File: config.mk
export PLATFORM = sky130hd
export DESIGN_NAME = vctr_fifo_op
export DESIGN_NICKNAME = d
export VERILOG_FILES = /design/src/rtl/vctr_op_pkg.sv /design/src/rtl/vctr_fifo_op_fifo.sv /design/src/rtl/vctr_fifo_op.sv
export SDC_FILE = /design/constraint.sdc
export NUM_CORES = 1
export LEC_CHECK = 0
export ABC_AREA = 1
export CAP_MARGIN = 5
export CORE_ASPECT_RATIO = 1.2
export CORE_MARGIN = 1.5
export CORE_UTILIZATION = 50
export CTS_CLUSTER_DIAMETER = 50
export DETAILED_ROUTE_END_ITERATION = 10
export PLACE_DENSITY = 0.73
export SYNTH_ARGS = -nofsm -noshare
export SYNTH_HDL_FRONTEND = slang
export SYNTH_SLANG_ARGS = --single-unit
File: constraint.sdc
create_clock -name clk -period 7.99 [get_ports clk]
set_clock_uncertainty 0.15 [all_clocks]
set_input_delay 0.799 -clock clk [delete_from_list [all_inputs] [get_ports clk]]
set_output_delay 0.799 -clock clk [all_outputs]
set_load 0.1 [all_outputs]
File: src/rtl/vctr_op_pkg.sv
// Shared types and the element-wise operation for vctr_fifo_op.
// Operands are evaluated in a fixed wide word and callers truncate to their result width.
package vctr_op_pkg;

    // Wide enough for any DATA_WIDTH <= 31 and OUT_WIDTH <= 64.
    localparam int unsigned OP_WIDTH_MAX = 64;

    typedef logic [OP_WIDTH_MAX-1:0] op_word_t;

    typedef enum logic [1:0] {
        OP_ADD      = 2'd0,
        OP_SUB      = 2'd1,
        OP_ABS_DIFF = 2'd2,
        OP_SQ_DIFF  = 2'd3
    } op_t;

    typedef enum logic [2:0] {
        StIdle,
        StLoadA,
        StLoadB,
        StCompute,
        StDrain
    } state_t;

    // a and b arrive zero-extended, so the wide difference is already sign-extended and
    // truncating the return value to OUT_WIDTH yields the exact result for every op.
    function automatic op_word_t vctr_op_apply(input op_word_t a, input op_word_t b,
                                               input op_t op);
        op_word_t diff;
        op_word_t mag;
        op_word_t res;
        diff = a - b;
        mag  = diff[OP_WIDTH_MAX-1] ? (~diff + 1'b1) : diff;
        case (op)
            OP_ADD:      res = a + b;
            OP_SUB:      res = diff;
            OP_ABS_DIFF: res = mag;
            OP_SQ_DIFF:  res = mag * mag;
            default:     res = '0;
        endcase
        return res;
    endfunction

endpackage

File: src/rtl/vctr_fifo_op_fifo.sv
// Synchronous FIFO with registered occupancy count; full/empty are derived by the user.
// Push when full and pop when empty are ignored.
module vctr_fifo_op_fifo #(
    parameter int unsigned DATA_WIDTH = 16,
    parameter int unsigned FIFO_DEPTH = 8
) (
    input  logic                              clk,
    input  logic                              rst,
    input  logic                              push_i,
    input  logic [DATA_WIDTH-1:0]             wdata_i,
    input  logic                              pop_i,
    output logic [DATA_WIDTH-1:0]             rdata_o,
    output logic [$clog2(FIFO_DEPTH+1)-1:0]   count_o
);

    localparam int unsigned PtrW = (FIFO_DEPTH > 1) ? $clog2(FIFO_DEPTH) : 1;
    localparam int unsigned CntW = $clog2(FIFO_DEPTH + 1);
    localparam logic [PtrW-1:0] LastPtr = PtrW'(FIFO_DEPTH - 1);
    localparam logic [CntW-1:0] FullCnt = CntW'(FIFO_DEPTH);

    logic [DATA_WIDTH-1:0] mem_q [FIFO_DEPTH];
    logic [PtrW-1:0]       wr_ptr_q, wr_ptr_d;
    logic [PtrW-1:0]       rd_ptr_q, rd_ptr_d;
    logic [CntW-1:0]       count_q, count_d;
    logic                  push_en, pop_en;

    assign push_en = push_i && (count_q != FullCnt);
    assign pop_en  = pop_i && (count_q != '0);

    always_comb begin
        wr_ptr_d = wr_ptr_q;
        rd_ptr_d = rd_ptr_q;
        count_d  = count_q;
        if (push_en) begin
            wr_ptr_d = (wr_ptr_q == LastPtr) ? '0 : wr_ptr_q + 1'b1;
        end
        if (pop_en) begin
            rd_ptr_d = (rd_ptr_q == LastPtr) ? '0 : rd_ptr_q + 1'b1;
        end
        case ({push_en, pop_en})
            2'b10:   count_d = count_q + 1'b1;
            2'b01:   count_d = count_q - 1'b1;
            default: count_d = count_q;
        endcase
    end

    always_ff @(posedge clk or posedge rst) begin
        if (rst) begin
            wr_ptr_q <= '0;
            rd_ptr_q <= '0;
            count_q  <= '0;
        end else begin
            wr_ptr_q <= wr_ptr_d;
            rd_ptr_q <= rd_ptr_d;
            count_q  <= count_d;
        end
    end

    // Storage needs no reset; the count gates every read.
    always_ff @(posedge clk) begin
        if (push_en) begin
            mem_q[wr_ptr_q] <= wdata_i;
        end
    end

    assign rdata_o = mem_q[rd_ptr_q];
    assign count_o = count_q;

endmodule

File: src/rtl/vctr_fifo_op.sv
// Two-operand vector FIFO engine: load A then B, apply the latched op element-wise, drain results.
// Optional running-sum output acc_out is enabled by defining VCTR_FIFO_OP_ACC_EN.
module vctr_fifo_op
    import vctr_op_pkg::*;
#(
    parameter int unsigned DATA_WIDTH    = 16,
    parameter int unsigned VECTOR_LENGTH = 8,
    parameter int unsigned OUT_WIDTH     = 2 * DATA_WIDTH
) (
    input  logic                  clk,
    input  logic                  rst,
    input  logic                  start,
    input  logic [1:0]            mode,
    input  logic                  data_in_valid,
    output logic                  data_in_ready,
    input  logic [DATA_WIDTH-1:0] data_in,
    output logic                  data_out_valid,
    input  logic                  data_out_ready,
    output logic [OUT_WIDTH-1:0]  data_out,
    output logic                  idle,
    output logic                  busy,
    output logic                  done
`ifdef VCTR_FIFO_OP_ACC_EN
    ,
    output logic [OUT_WIDTH+$clog2(VECTOR_LENGTH):0] acc_out
`endif
);

    localparam int unsigned CntW = $clog2(VECTOR_LENGTH + 1);
    localparam logic [CntW-1:0] FullCnt = CntW'(VECTOR_LENGTH);
    localparam logic [CntW-1:0] OneCnt  = CntW'(1);

    state_t                state_q, state_d;
    op_t                   mode_q;
    logic                  idle_q, busy_q, done_q;

    logic [CntW-1:0]       a_cnt, b_cnt, o_cnt;
    logic [DATA_WIDTH-1:0] a_rdata, b_rdata;
    logic [OUT_WIDTH-1:0]  o_rdata;
    logic                  a_full, a_empty, b_full, b_empty, o_empty;
    logic                  a_push, b_push, pop_ab, o_pop;
    logic                  start_acc, drain_last, pipe_empty;

    logic                  s1_v_q, s2_v_q;
    logic [DATA_WIDTH-1:0] s1_a_q, s1_b_q;
    logic [OUT_WIDTH-1:0]  s1_res, s2_res_q;

    assign a_full  = (a_cnt == FullCnt);
    assign a_empty = (a_cnt == '0);
    assign b_full  = (b_cnt == FullCnt);
    assign b_empty = (b_cnt == '0);
    assign o_empty = (o_cnt == '0);

    assign data_in_ready = ((state_q == StLoadA) && !a_full) ||
                           ((state_q == StLoadB) && !b_full);
    assign a_push = data_in_valid && data_in_ready && (state_q == StLoadA);
    assign b_push = data_in_valid && data_in_ready && (state_q == StLoadB);

    assign pop_ab     = (state_q == StCompute) && !a_empty && !b_empty;
    assign pipe_empty = a_empty && b_empty && !s1_v_q && !s2_v_q;

    assign data_out_valid = !o_empty && (state_q == StDrain);
    assign o_pop          = data_out_valid && data_out_ready;
    assign data_out       = data_out_valid ? o_rdata : '0;

    assign start_acc  = (state_q == StIdle) && start;
    // Leave DRAIN on the handshake that empties the output FIFO.
    assign drain_last = o_pop && (o_cnt == OneCnt);

    always_comb begin
        state_d = state_q;
        case (state_q)
            StIdle:    if (start)                   state_d = StLoadA;
            StLoadA:   if (a_full)                  state_d = StLoadB;
            StLoadB:   if (b_full)                  state_d = StCompute;
            StCompute: if (pipe_empty)              state_d = StDrain;
            StDrain:   if (o_empty || drain_last)   state_d = StIdle;
            default:                                state_d = StIdle;
        endcase
    end

    always_ff @(posedge clk or posedge rst) begin
        if (rst) begin
            state_q <= StIdle;
            mode_q  <= OP_ADD;
            idle_q  <= 1'b1;
            busy_q  <= 1'b0;
            done_q  <= 1'b0;
        end else begin
            state_q <= state_d;
            idle_q  <= (state_d == StIdle);
            busy_q  <= (state_d == StLoadA) || (state_d == StLoadB) || (state_d == StCompute);
            done_q  <= (state_d == StDrain);
            if (start_acc) begin
                mode_q <= op_t'(mode);
            end
        end
    end

    assign idle = idle_q;
    assign busy = busy_q;
    assign done = done_q;

    assign s1_res = OUT_WIDTH'(vctr_op_apply(op_word_t'(s1_a_q), op_word_t'(s1_b_q), mode_q));

    always_ff @(posedge clk or posedge rst) begin
        if (rst) begin
            s1_v_q   <= 1'b0;
            s2_v_q   <= 1'b0;
            s1_a_q   <= '0;
            s1_b_q   <= '0;
            s2_res_q <= '0;
        end else begin
            s1_v_q <= pop_ab;
            s2_v_q <= s1_v_q;
            if (pop_ab) begin
                s1_a_q <= a_rdata;
                s1_b_q <= b_rdata;
            end
            if (s1_v_q) begin
                s2_res_q <= s1_res;
            end
        end
    end

    vctr_fifo_op_fifo #(
        .DATA_WIDTH (DATA_WIDTH),
        .FIFO_DEPTH (VECTOR_LENGTH)
    ) u_fifo_a (
        .clk     (clk),
        .rst     (rst),
        .push_i  (a_push),
        .wdata_i (data_in),
        .pop_i   (pop_ab),
        .rdata_o (a_rdata),
        .count_o (a_cnt)
    );

    vctr_fifo_op_fifo #(
        .DATA_WIDTH (DATA_WIDTH),
        .FIFO_DEPTH (VECTOR_LENGTH)
    ) u_fifo_b (
        .clk     (clk),
        .rst     (rst),
        .push_i  (b_push),
        .wdata_i (data_in),
        .pop_i   (pop_ab),
        .rdata_o (b_rdata),
        .count_o (b_cnt)
    );

    vctr_fifo_op_fifo #(
        .DATA_WIDTH (OUT_WIDTH),
        .FIFO_DEPTH (VECTOR_LENGTH)
    ) u_fifo_out (
        .clk     (clk),
        .rst     (rst),
        .push_i  (s2_v_q),
        .wdata_i (s2_res_q),
        .pop_i   (o_pop),
        .rdata_o (o_rdata),
        .count_o (o_cnt)
    );

`ifdef VCTR_FIFO_OP_ACC_EN
    localparam int unsigned AccW = OUT_WIDTH + $clog2(VECTOR_LENGTH) + 1;

    logic [AccW-1:0] acc_q, acc_add;

    // SUB results are two's complement and must keep their sign in the wider sum.
    assign acc_add = (mode_q == OP_SUB) ? AccW'($signed(s2_res_q)) : AccW'(s2_res_q);

    always_ff @(posedge clk or posedge rst) begin
        if (rst) begin
            acc_q <= '0;
        end else if (start_acc) begin
            acc_q <= '0;
        end else if (s2_v_q) begin
            acc_q <= acc_q + acc_add;
        end
    end

    assign acc_out = acc_q;
`endif

endmodule
**Word level (Yosys, flattened, before mapping)**

Memories as Yosys holds them, arrays and structs flattened. A register that Yosys moved wholly into a read port is not among the register bits.
Cells that the tools add are included.

- Muxes and demuxes: 24
- Shift operators: 0
- Multipliers: 1
- Bitwise operators: 1
- Add/subtract/negate cells: 15
- Eq/ne operators: 29
- Magnitude comparators: 0
- Div/mod/pow operators: 0
- Reductions and logical operators: 43

Operator list:

| operator | count |
|---|---|
| $pmux W32 S4 | 1 |
| $add A64 B1 Y64 const B | 1 |
| $mul A64 B64 Y32 | 1 |
| $mux W64 | 1 |
| $not A64 Y64 | 1 |
| $mux W3 | 11 |
| $mux W32 | 1 |
| $eq A3 B3 Y1 const B | 8 |
| $pmux W4 S2 | 3 |
| $logic_and A1 B1 Y1 | 20 |
| $add A3 B1 Y3 const B | 6 |
| $add A16 B16 Y17 | 1 |
| $sub A16 B16 Y17 | 1 |
| $pmux W3 S5 | 1 |
| $add A4 B1 Y4 const B | 3 |
| $eq A3 B2 Y1 const B | 4 |
| $logic_not A4 Y1 | 3 |
| $ne A4 B4 Y1 const B | 3 |
| $reduce_bool A4 Y1 | 3 |
| $sub A4 B1 Y4 const B | 3 |
| $eq A2 B2 Y1 const B | 5 |
| $eq A2 B1 Y1 const B | 4 |
| $eq A4 B4 Y1 const B | 2 |
| $logic_not A1 Y1 | 7 |
| 7 further kinds | 19 |

- Bits in read-only memories: 0
- Output and inout bits: 37
- Logic and storage cells: 133
- RAM bits: 512
- Input port bits: 23
- Flip-flop bits (word level): 72
- Bits in latches: 0
- Memories: 3

Memories:

| name | words | width | read ports | clocked after Yosys merged registers in | write ports | RTL line | source |
|---|---|---|---|---|---|---|---|
| u_fifo_out.mem_q | 8 | 32 | 1 | 0 | 1 | vctr_fifo_op_fifo.sv:21 | `logic [DATA_WIDTH-1:0] mem_q [FIFO_DEPTH];` |
| u_fifo_a.mem_q | 8 | 16 | 1 | 1 | 1 | vctr_fifo_op_fifo.sv:21 |  |
| u_fifo_b.mem_q | 8 | 16 | 1 | 1 | 1 | vctr_fifo_op_fifo.sv:21 |  |

**Longest topological paths before layout**

Gate-level depths: netlist of the first run.

- Word-level depth: 11
- Mapped depth: 54
- Depth with buffers taken out: 54

**Modules after synthesis**

From an unflattened synthesis of the first run, not the netlist that was laid out.

- Cell total of the unflattened synthesis: 4850
- Area total of the unflattened synthesis: 43023.8 µm²

By module, submodules not included:

| module | instances | cells each | sequential area each (µm²) | area an instance (µm²) |
|---|---|---|---|---|
| vctr_fifo_op | 1 | 2379 | 1853.0 | 19124.6 |
| vctr_fifo_op_fifo at u_fifo_out | 1 | 1192 | 7937.6 | 11647.4 |
| vctr_fifo_op_fifo at u_fifo_a | 1 | 640 | 4093.9 | 6128.4 |
| vctr_fifo_op_fifo at u_fifo_b | 1 | 639 | 4093.9 | 6123.4 |

**Worst setup path before layout of the first run**

Ideal clock, no wire load.

- Path type: reg-to-reg
- Start point: register s1_a_q[0] (read register of u_fifo_a.mem_q)
- End point: register s2_res_q[26]
- Cell stages (with the launch flop): 46
- Slack: -0.575 ns
- Setup time: 0.117 ns
- Arrival: 8.298 ns
- Path through: dfrtp_1 -> inv_1 -> ha_1 -> fa_1 -> ha_1 -> a21boi_0 -> nand3_1 -> nor2_4 -> nand2_2 -> nor2_2 -> nand3_2 -> nand2_1 -> nand2_1 -> nand2_4 -> inv_4 -> buf_12 -> nor2_4 -> inv_1 -> (+10 left out) -> inv_1 -> fa_1 -> inv_1 -> fa_1 -> inv_1 -> ha_1 -> nand4_1 -> nor3_1 -> nand4_1 -> nand3_1 -> a21o_1 -> nand2_1 -> nand2_1 -> nand2_1 -> nand3_1 -> nand2_1 -> nand2_1 -> nand2_1

- Longest elaborated chain between the ends: 6

RTL lines:

| item | RTL line | source |
|---|---|---|
| start, declared | vctr_fifo_op.sv:45 | `logic [DATA_WIDTH-1:0] s1_a_q, s1_b_q;` |
| $sub A16 B16 Y17 * | vctr_op_pkg.sv:32 | `diff = a - b;` |
| $not A64 Y64 | vctr_op_pkg.sv:33 | `mag = diff[OP_WIDTH_MAX-1] ? (~diff + 1'b1) : diff;` |
| $add A64 B1 Y64 | vctr_op_pkg.sv:33 |  |
| $mux W64 | vctr_op_pkg.sv:33 |  |
| $mul A64 B64 Y32 | vctr_op_pkg.sv:38 | `OP_SQ_DIFF: res = mag * mag;` |
| $pmux W32 S4 * | vctr_op_pkg.sv:34 | `case (op)` |
| end signal, assigned | vctr_fifo_op.sv:121 | `s2_res_q <= s1_res;` |
| end, declared | vctr_fifo_op.sv:46 | `logic [OUT_WIDTH-1:0] s1_res, s2_res_q;` |

Every way passes the cells marked *; elsewhere a longest branch is shown, timed or not.
A chain may end at the register's enable or synchronous reset.

**Final worst setup path of the first run**

- Start point: register s1_a_q[0] (read register of u_fifo_a.mem_q)
- End point: register s2_res_q[15]

- Longest elaborated chain between the ends: 6

RTL lines:

| item | RTL line |
|---|---|
| $sub A16 B16 Y17 | vctr_op_pkg.sv:32 |
| $not A64 Y64 | vctr_op_pkg.sv:33 |
| $add A64 B1 Y64 | vctr_op_pkg.sv:33 |
| $mux W64 | vctr_op_pkg.sv:33 |
| $mul A64 B64 Y32 | vctr_op_pkg.sv:38 |
| $pmux W32 S4 * | vctr_op_pkg.sv:34 |

Marked as above.

==> run_results.csv, run 1 <==
group,metric,value,unit
global_routing,grt_pass1_wl,158000,um
clock_tree,clkTransAtPathRegs,60,ps
detailed_routing,first_pass_iters,9,
timing,finalSetupViolations,21,
logic_synthesis,synth_compound_area_frac,0.0929,
global_routing,grt_pass1_vias,30500,
logic_synthesis,synthFlopType,"edfxtp_1",
outcome,violations,"design-rule violations, negative setup slack",
logic_synthesis,synth-seq-area-share,0.448,
die,die_area,0.0820,mm^2
placement,hpwlAfterDp,70700,um
placement,portBuffers,59,
critical_path,crit_arrival,9050,ps
logic_synthesis,synth_xor_area_frac,0.0102,
clock_tree,cts_tree,"built",
die,start_util,0.506,
final_layout,seqCellArea,0.0180,mm^2
logic_synthesis,synth_top_family_by_area,"adder cells",
clock_tree,cts-root-buf,"clkbuf_16",
logic_synthesis,syn-cell-area,0.0401,mm^2
final_layout,finalCoreUtilization,0.630,
detailed_routing,final_antenna_net_count,0,
critical_path,cp_max_fo,5,
critical_path,critPathMaxStageDelay,370,ps
die,io_pins,60,
global_routing,grtUsageTotal,0.247,
timing,timing.final.crit_period,8700,ps
logic_synthesis,yosysWarnings,0,
critical_path,cp-start-kind,"register",
die,coreArea,0.0793,mm^2
final_layout,multi_input_area,0.0213,mm^2
timing,final.period_utilization,1.09,
logic_synthesis,syn_inst,3817,
placement,gp_congestion,0.922,
clock_tree,h-tree-depth,3,
clock_tree,clk_latency,620,ps
timing,grt_setup_unrepaired,"true",
timing,finalHoldViolCount,0,
detailed_routing,vias,29500,
clock_tree,numCtsBuffers,69,
detailed_routing,drc,6,
logic_synthesis,synth_area_per_cell,10.5,um^2
global_routing,grt_overflow,0,
logic_synthesis,synthSimpleGateAreaFrac,0.122,
detailed_routing,totalWireLength,101000,um
global_routing,antenna_found_initial,1,
final_layout,area_growth,24.5,%
run,drv_cap,0,
logic_synthesis,async_flop_share,0.169,
final_layout,fillers,5968,
timing,drv_slew,0,
final_layout,drive_gt1_frac,0.219,
timing,tightest_slew,1120,ps
die,die_width,262,um
critical_path,cp_data_required_time,8340,ps
critical_path,end_kind,"register",
detailed_routing,drtIter0Drc,2313,
timing,slew_headroom,0.253,
critical_path,crit_slowest_cell,"dfrtp_1",
detailed_routing,vias_per_cell,5.25,
clock_tree,cts_hold_buffers,0,
logic_synthesis,synth_edf_count,512,
final_layout,final_common_cell,"inv_1",
logic_synthesis,synth_cell_types,64,
global_routing,grt_start_max_net_pins,77,
logic_synthesis,ys_seq_elements,616,
timing,clock.fmax,0.115,GHz
logic_synthesis,synthMuxAreaShare,0.00748,
final_layout,final_cell_mix,"inv_1 (589), edfxtp_1 (512), buf_4 (496)",
outcome,status,"finished with violations",
die,fp.dieH,313,um
detailed_routing,wl_per_cell,17.9,um
final_layout,nNetsFinal,5096,
timing,worst_slack,-706,ps
hold_path,min-delay-path-class,"reg -> reg",
die,num_rows,113,
clock_tree,clockBufferDepth,3,
critical_path,cp_common_cell,"buf_4",
clock_tree,clock_sinks,616,
critical_path,critical_path_class,"reg -> reg",
logic_synthesis,yosys.area_share.adder,0.242,
final timing paths:
path	from	slack, ps	end	cells past startpoint
min in group asynchronous	rst	580	u_fifo_b.count_o[0]$_DFFE_PP0P_	2
worst max register to register	s1_a_q[0]$_DFFE_PP0P_	-710	s2_res_q[15]$_DFFE_PP0P_	71
worst min register to register	u_fifo_a.count_o[0]$_DFFE_PP0P_	360	u_fifo_a.count_o[0]$_DFFE_PP0P_	1
worst min-delay path	u_fifo_a.count_o[0]$_DFFE_PP0P_	360	u_fifo_a.count_o[0]$_DFFE_PP0P_	1
worst max-delay path	s1_a_q[0]$_DFFE_PP0P_	-710	s2_res_q[15]$_DFFE_PP0P_	71
max in group asynchronous	rst	5930	u_fifo_b.rd_ptr_q[0]$_DFFE_PP0P_	3
layer usage:
layer	global-route usage	vias to the layer above	part of all wire
li1	-	13800	-
met1	0.291	14500	0.37
met2	0.451	917	0.53
met3	0.0306	270	0.051
met4	0.106	0	0.045
met5	0	-	0
repair_timing:
| action | in CTS | in global routing |
|---|---|---|
| resized for setup | 131 | 183 |
| hold endpoints to repair | 0 | 0 |
| pin swaps | 61 | 126 |
| buffers inserted | 78 | 48 |
| endpoints found under the setup margin | 22 | 23 |
Yosys cell counts, drive strengths merged, types with 38 or more instances:
| library cell | instances | share of area |
|---|---|---|
| clkbuf | 104 | 0.0097 |
| fa | 369 | 0.18 |
| dfrtp | 103 | 0.064 |
| a21oi | 93 | 0.012 |
| o221ai | 55 | 0.012 |
| a31oi | 38 | 0.0059 |
| o22ai | 46 | 0.0072 |
| nor2 | 529 | 0.054 |
| edfxtp | 512 | 0.38 |
| nand2 | 429 | 0.043 |
| nand3 | 112 | 0.015 |
| inv | 652 | 0.061 |
| o21ai | 366 | 0.046 |
| ha | 186 | 0.058 |
cells by family after synthesis:
| logic type | count (synthesis) |
|---|---|
| AOI/OAI and AO/OA | 647 |
| adders and majority gates | 555 |
| buffers and inverters | 789 |
| DFF | 616 |
| muxes | 30 |
| xor gates and xnor gates | 41 |
| and+or+nand+nor | 1137 |
| other | 2 |
sequential cells by signal, summed over array words and instances (netlist names), 4 cells and up:
signal and count:
s1_a_q 16, s1_b_q 16, s2_res_q 32, u_fifo_a.count_o 4
u_fifo_a.mem_q 128, u_fifo_b.count_o 4, u_fifo_b.mem_q 128, u_fifo_out.count_o 4
u_fifo_out.mem_q 256
critical path: cells and delay by family, from the launching register on:
kind,cells,cell delay [ps]
adders and majority gates,2,530
buffers and inverters,53,6320
and+or+nand+nor,16,1180
DFF,1,370
cell type report:
cell class / instances / area share
clock buffers: 92 / 0.0379
well taps: 1035 / 0.0259
multi-input cells: 2600 / 0.426
diodes: 2 / 0.000100
inverters: 655 / 0.0505
repair buffers: 576 / 0.0923
flip-flops and latches: 616 / 0.360
clock inverters: 35 / 0.00784
per-stage QoR:
stage                     setup WS, ps  hold WS, ps  instances  instance area, um^2  TNS, ps
final                             -706          356       5611                50000    -9060
after global routing              -942          384       5609                50000   -15890
after floorplan                   -195          202       4005                41100     -641
after CTS                         -540          351       5563                48900    -7590
after global placement            -861          336       5358                45500   -10050
after detailed placement          -937          343       5358                45500   -12620
Power of run 1 is left out: the tool's default activity adds up to more than one toggle a clock period on the data nets, which glitch-free logic cannot reach.
==> run 2: changes to the inputs <==
--- a/config.mk
+++ b/config.mk
@@ -9,10 +9,10 @@
 export CAP_MARGIN = 5
 export CORE_ASPECT_RATIO = 1.2
 export CORE_MARGIN = 1.5
-export CORE_UTILIZATION = 50
+export CORE_UTILIZATION = 30
 export CTS_CLUSTER_DIAMETER = 50
 export DETAILED_ROUTE_END_ITERATION = 10
-export PLACE_DENSITY = 0.73
+export PLACE_DENSITY = 0.5
 export SYNTH_ARGS = -nofsm -noshare
 export SYNTH_HDL_FRONTEND = slang
 export SYNTH_SLANG_ARGS = --single-unit
==> run 2 against run 1 <==
Against the previous run:
- the run ends with negative setup slack left
- clock-buffer cell count down 1
- non-clock buffer count is 47 lower
- global-route usage down 8.8 points
- first-iteration DRC count down 37%
- die area grew 66%
- setup slack better by 54 ps
- fmax is 0.63% higher
- register-to-register slack gained 50 ps
==> run_results.csv, run 2 (same netlist as run 1, synthesis figures left out) <==
group,metric,value,unit
outcome,status,"finished with violations",
outcome,violations,"negative setup slack",
timing,finalSetupViolations,21,
critical_path,r2r-end,"s2_res_q[20]$_DFFE_PP0P_",
global_routing,grt_pass1_wl,167000,um
global_routing,grt_overflow,0,
critical_path,critical_path_class,"reg -> reg",
run,drv_cap,0,
final_layout,drive_gt1_frac,0.212,
clock_tree,h-tree-depth,3,
critical_path,cp_data_required_time,8340,ps
detailed_routing,drtIter0Drc,1460,
detailed_routing,wl_per_cell,16.9,um
final_layout,final_cell_mix,"inv_1 (571), edfxtp_1 (512), nor2_1 (451)",
global_routing,grt_pass1_vias,29500,
timing,final.period_utilization,1.08,
detailed_routing,drc,0,
clock_tree,cts_tree,"built",
critical_path,crit_slowest_cell,"fa_2",
die,die_area,0.136,mm^2
timing,timing.hold.ws,357,ps
die,coreArea,0.132,mm^2
clock_tree,clkTransAtPathRegs,60,ps
placement,pre_cts_ws,-922,ps
clock_tree,clk_latency,610,ps
timing,tightest_slew,1140,ps
clock_tree,numCtsBuffers,69,
detailed_routing,first_pass_iters,7,
placement,gp_congestion,0.881,
critical_path,crit_path_end,"s2_res_q[20]$_DFFE_PP0P_",
critical_path,rrSetupSlack,-650,ps
clock_tree,clock_sinks,616,
timing,finalHoldViolCount,0,
critical_path,crit_start,"s1_b_q[0]$_DFFE_PP0P_",
timing,grt_setup_unrepaired,"true",
timing,slew_headroom,0.240,
timing,drv_slew,0,
timing,timing.final.crit_period,8640,ps
detailed_routing,final_antenna_net_count,0,
final_layout,fillers,13200,
critical_path,cp_max_fo,4,
global_routing,grt_start_max_net_pins,84,
die,num_rows,146,
critical_path,rr_worst_depth,42,
final_layout,final_common_cell,"inv_1",
critical_path,crit_arrival,8990,ps
critical_path,end_kind,"register",
die,start_util,0.303,
detailed_routing,vias_per_cell,4.51,
hold_path,hp-start,"u_fifo_a.count_o[0]$_DFFE_PP0P_",
die,io_pins,60,
final_layout,largest_reg_flops,256,
final_layout,regMostFlops,"u_fifo_out.mem_q",
critical_path,cp_common_cell,"fa_1",
placement,portBuffers,59,
placement,hpwlAfterDp,75800,um
final_layout,area_growth,25.8,%
final_layout,top_regs,"u_fifo_out.mem_q: 256 flops, u_fifo_a.mem_q: 128 flops, u_fifo_b.mem_q: 128 flops",
global_routing,antenna_found_initial,1,
global_routing,grtUsageTotal,0.159,
clock_tree,cts-root-buf,"clkbuf_16",
critical_path,cp-start-kind,"register",
detailed_routing,vias,28400,
die,die_width,337,um
timing,clock.fmax,0.116,GHz
final_layout,nNetsFinal,5049,
critical_path,r2r-start,"s1_b_q[0]$_DFFE_PP0P_",
timing,finalSetupTns,-7500,ps
critical_path,critPathMaxStageDelay,590,ps
clock_tree,clockBufferDepth,3,
detailed_routing,totalWireLength,106000,um
timing,worst_slack,-652,ps
die,fp.dieH,404,um
hold_path,min-delay-path-class,"reg -> reg",
run 2: how the worst min path moves through the flow:
stage	endpoint	slack, ps	cells after the start
after global placement	u_fifo_a.count_o[0]$_DFFE_PP0P_	340	1
after CTS	u_fifo_a.count_o[0]$_DFFE_PP0P_	360	1
final	u_fifo_a.count_o[0]$_DFFE_PP0P_	360	1
after floorplan	s2_v_q$_DFF_PP0_	200	0
after detailed placement	u_fifo_a.count_o[0]$_DFFE_PP0P_	350	1
after global routing	u_fifo_b.count_o[0]$_DFFE_PP0P_	370	1
run 2: through the flow:
| step | area [um^2] | util | std cells |
|---|---|---|---|
| 2_1_floorplan | 41100 | - | 4005 |
| 3_3_place_gp | 46600 | 0.352 | 6121 |
| 3_5_place_dp | 46600 | 0.352 | 6121 |
| 4_1_cts | 49900 | 0.377 | 6281 |
| 5_1_grt | 50500 | 0.381 | 6298 |
| 6_report | 50500 | 0.381 | 6299 |
run 2: worst max-delay path: cells and delay by family, from the launching register on:
kind | cells | cell delay [ps]
AO/OA/AOI/OAI | 5 | 600
adder cells (fa/ha/maj) | 12 | 5040
buffers and inverters | 12 | 730
flip-flops | 1 | 410
AND/OR/NAND/NOR | 13 | 1620
run 2: layout make-up:
type | count | area [um^2] | area share
Antenna cell | 1 | 2.50 | 0.0000496
Timing Repair Buffer | 529 | 4390 | 0.0869
Clock buffer | 91 | 1870 | 0.0371
Clock inverter | 31 | 265 | 0.00525
Sequential cell | 616 | 18000 | 0.356
Inverter | 655 | 2520 | 0.0500
Multi-Input combinational cell | 2600 | 21200 | 0.420
Tap cell | 1776 | 2220 | 0.0440
run 2: layer usage:
layer	vias up	wire length, um	share of wire	GRT usage
li1	13700	-	-	-
met1	14100	45900	0.43	0.203
met2	474	54400	0.51	0.286
met3	137	3360	0.032	0.0164
met4	0	2730	0.026	0.0415
met5	-	0	0	0
run 2: what timing repair did:
| action | CTS | global route |
|---|---|---|
| pin swaps | 77 | 60 |
| hold buffers | 0 | 0 |
| endpoints found under the setup margin | 22 | 22 |
| gates resized for setup | 218 | 128 |
| setup buffers | 39 | 17 |
Power of run 2 is left out for the same reason.
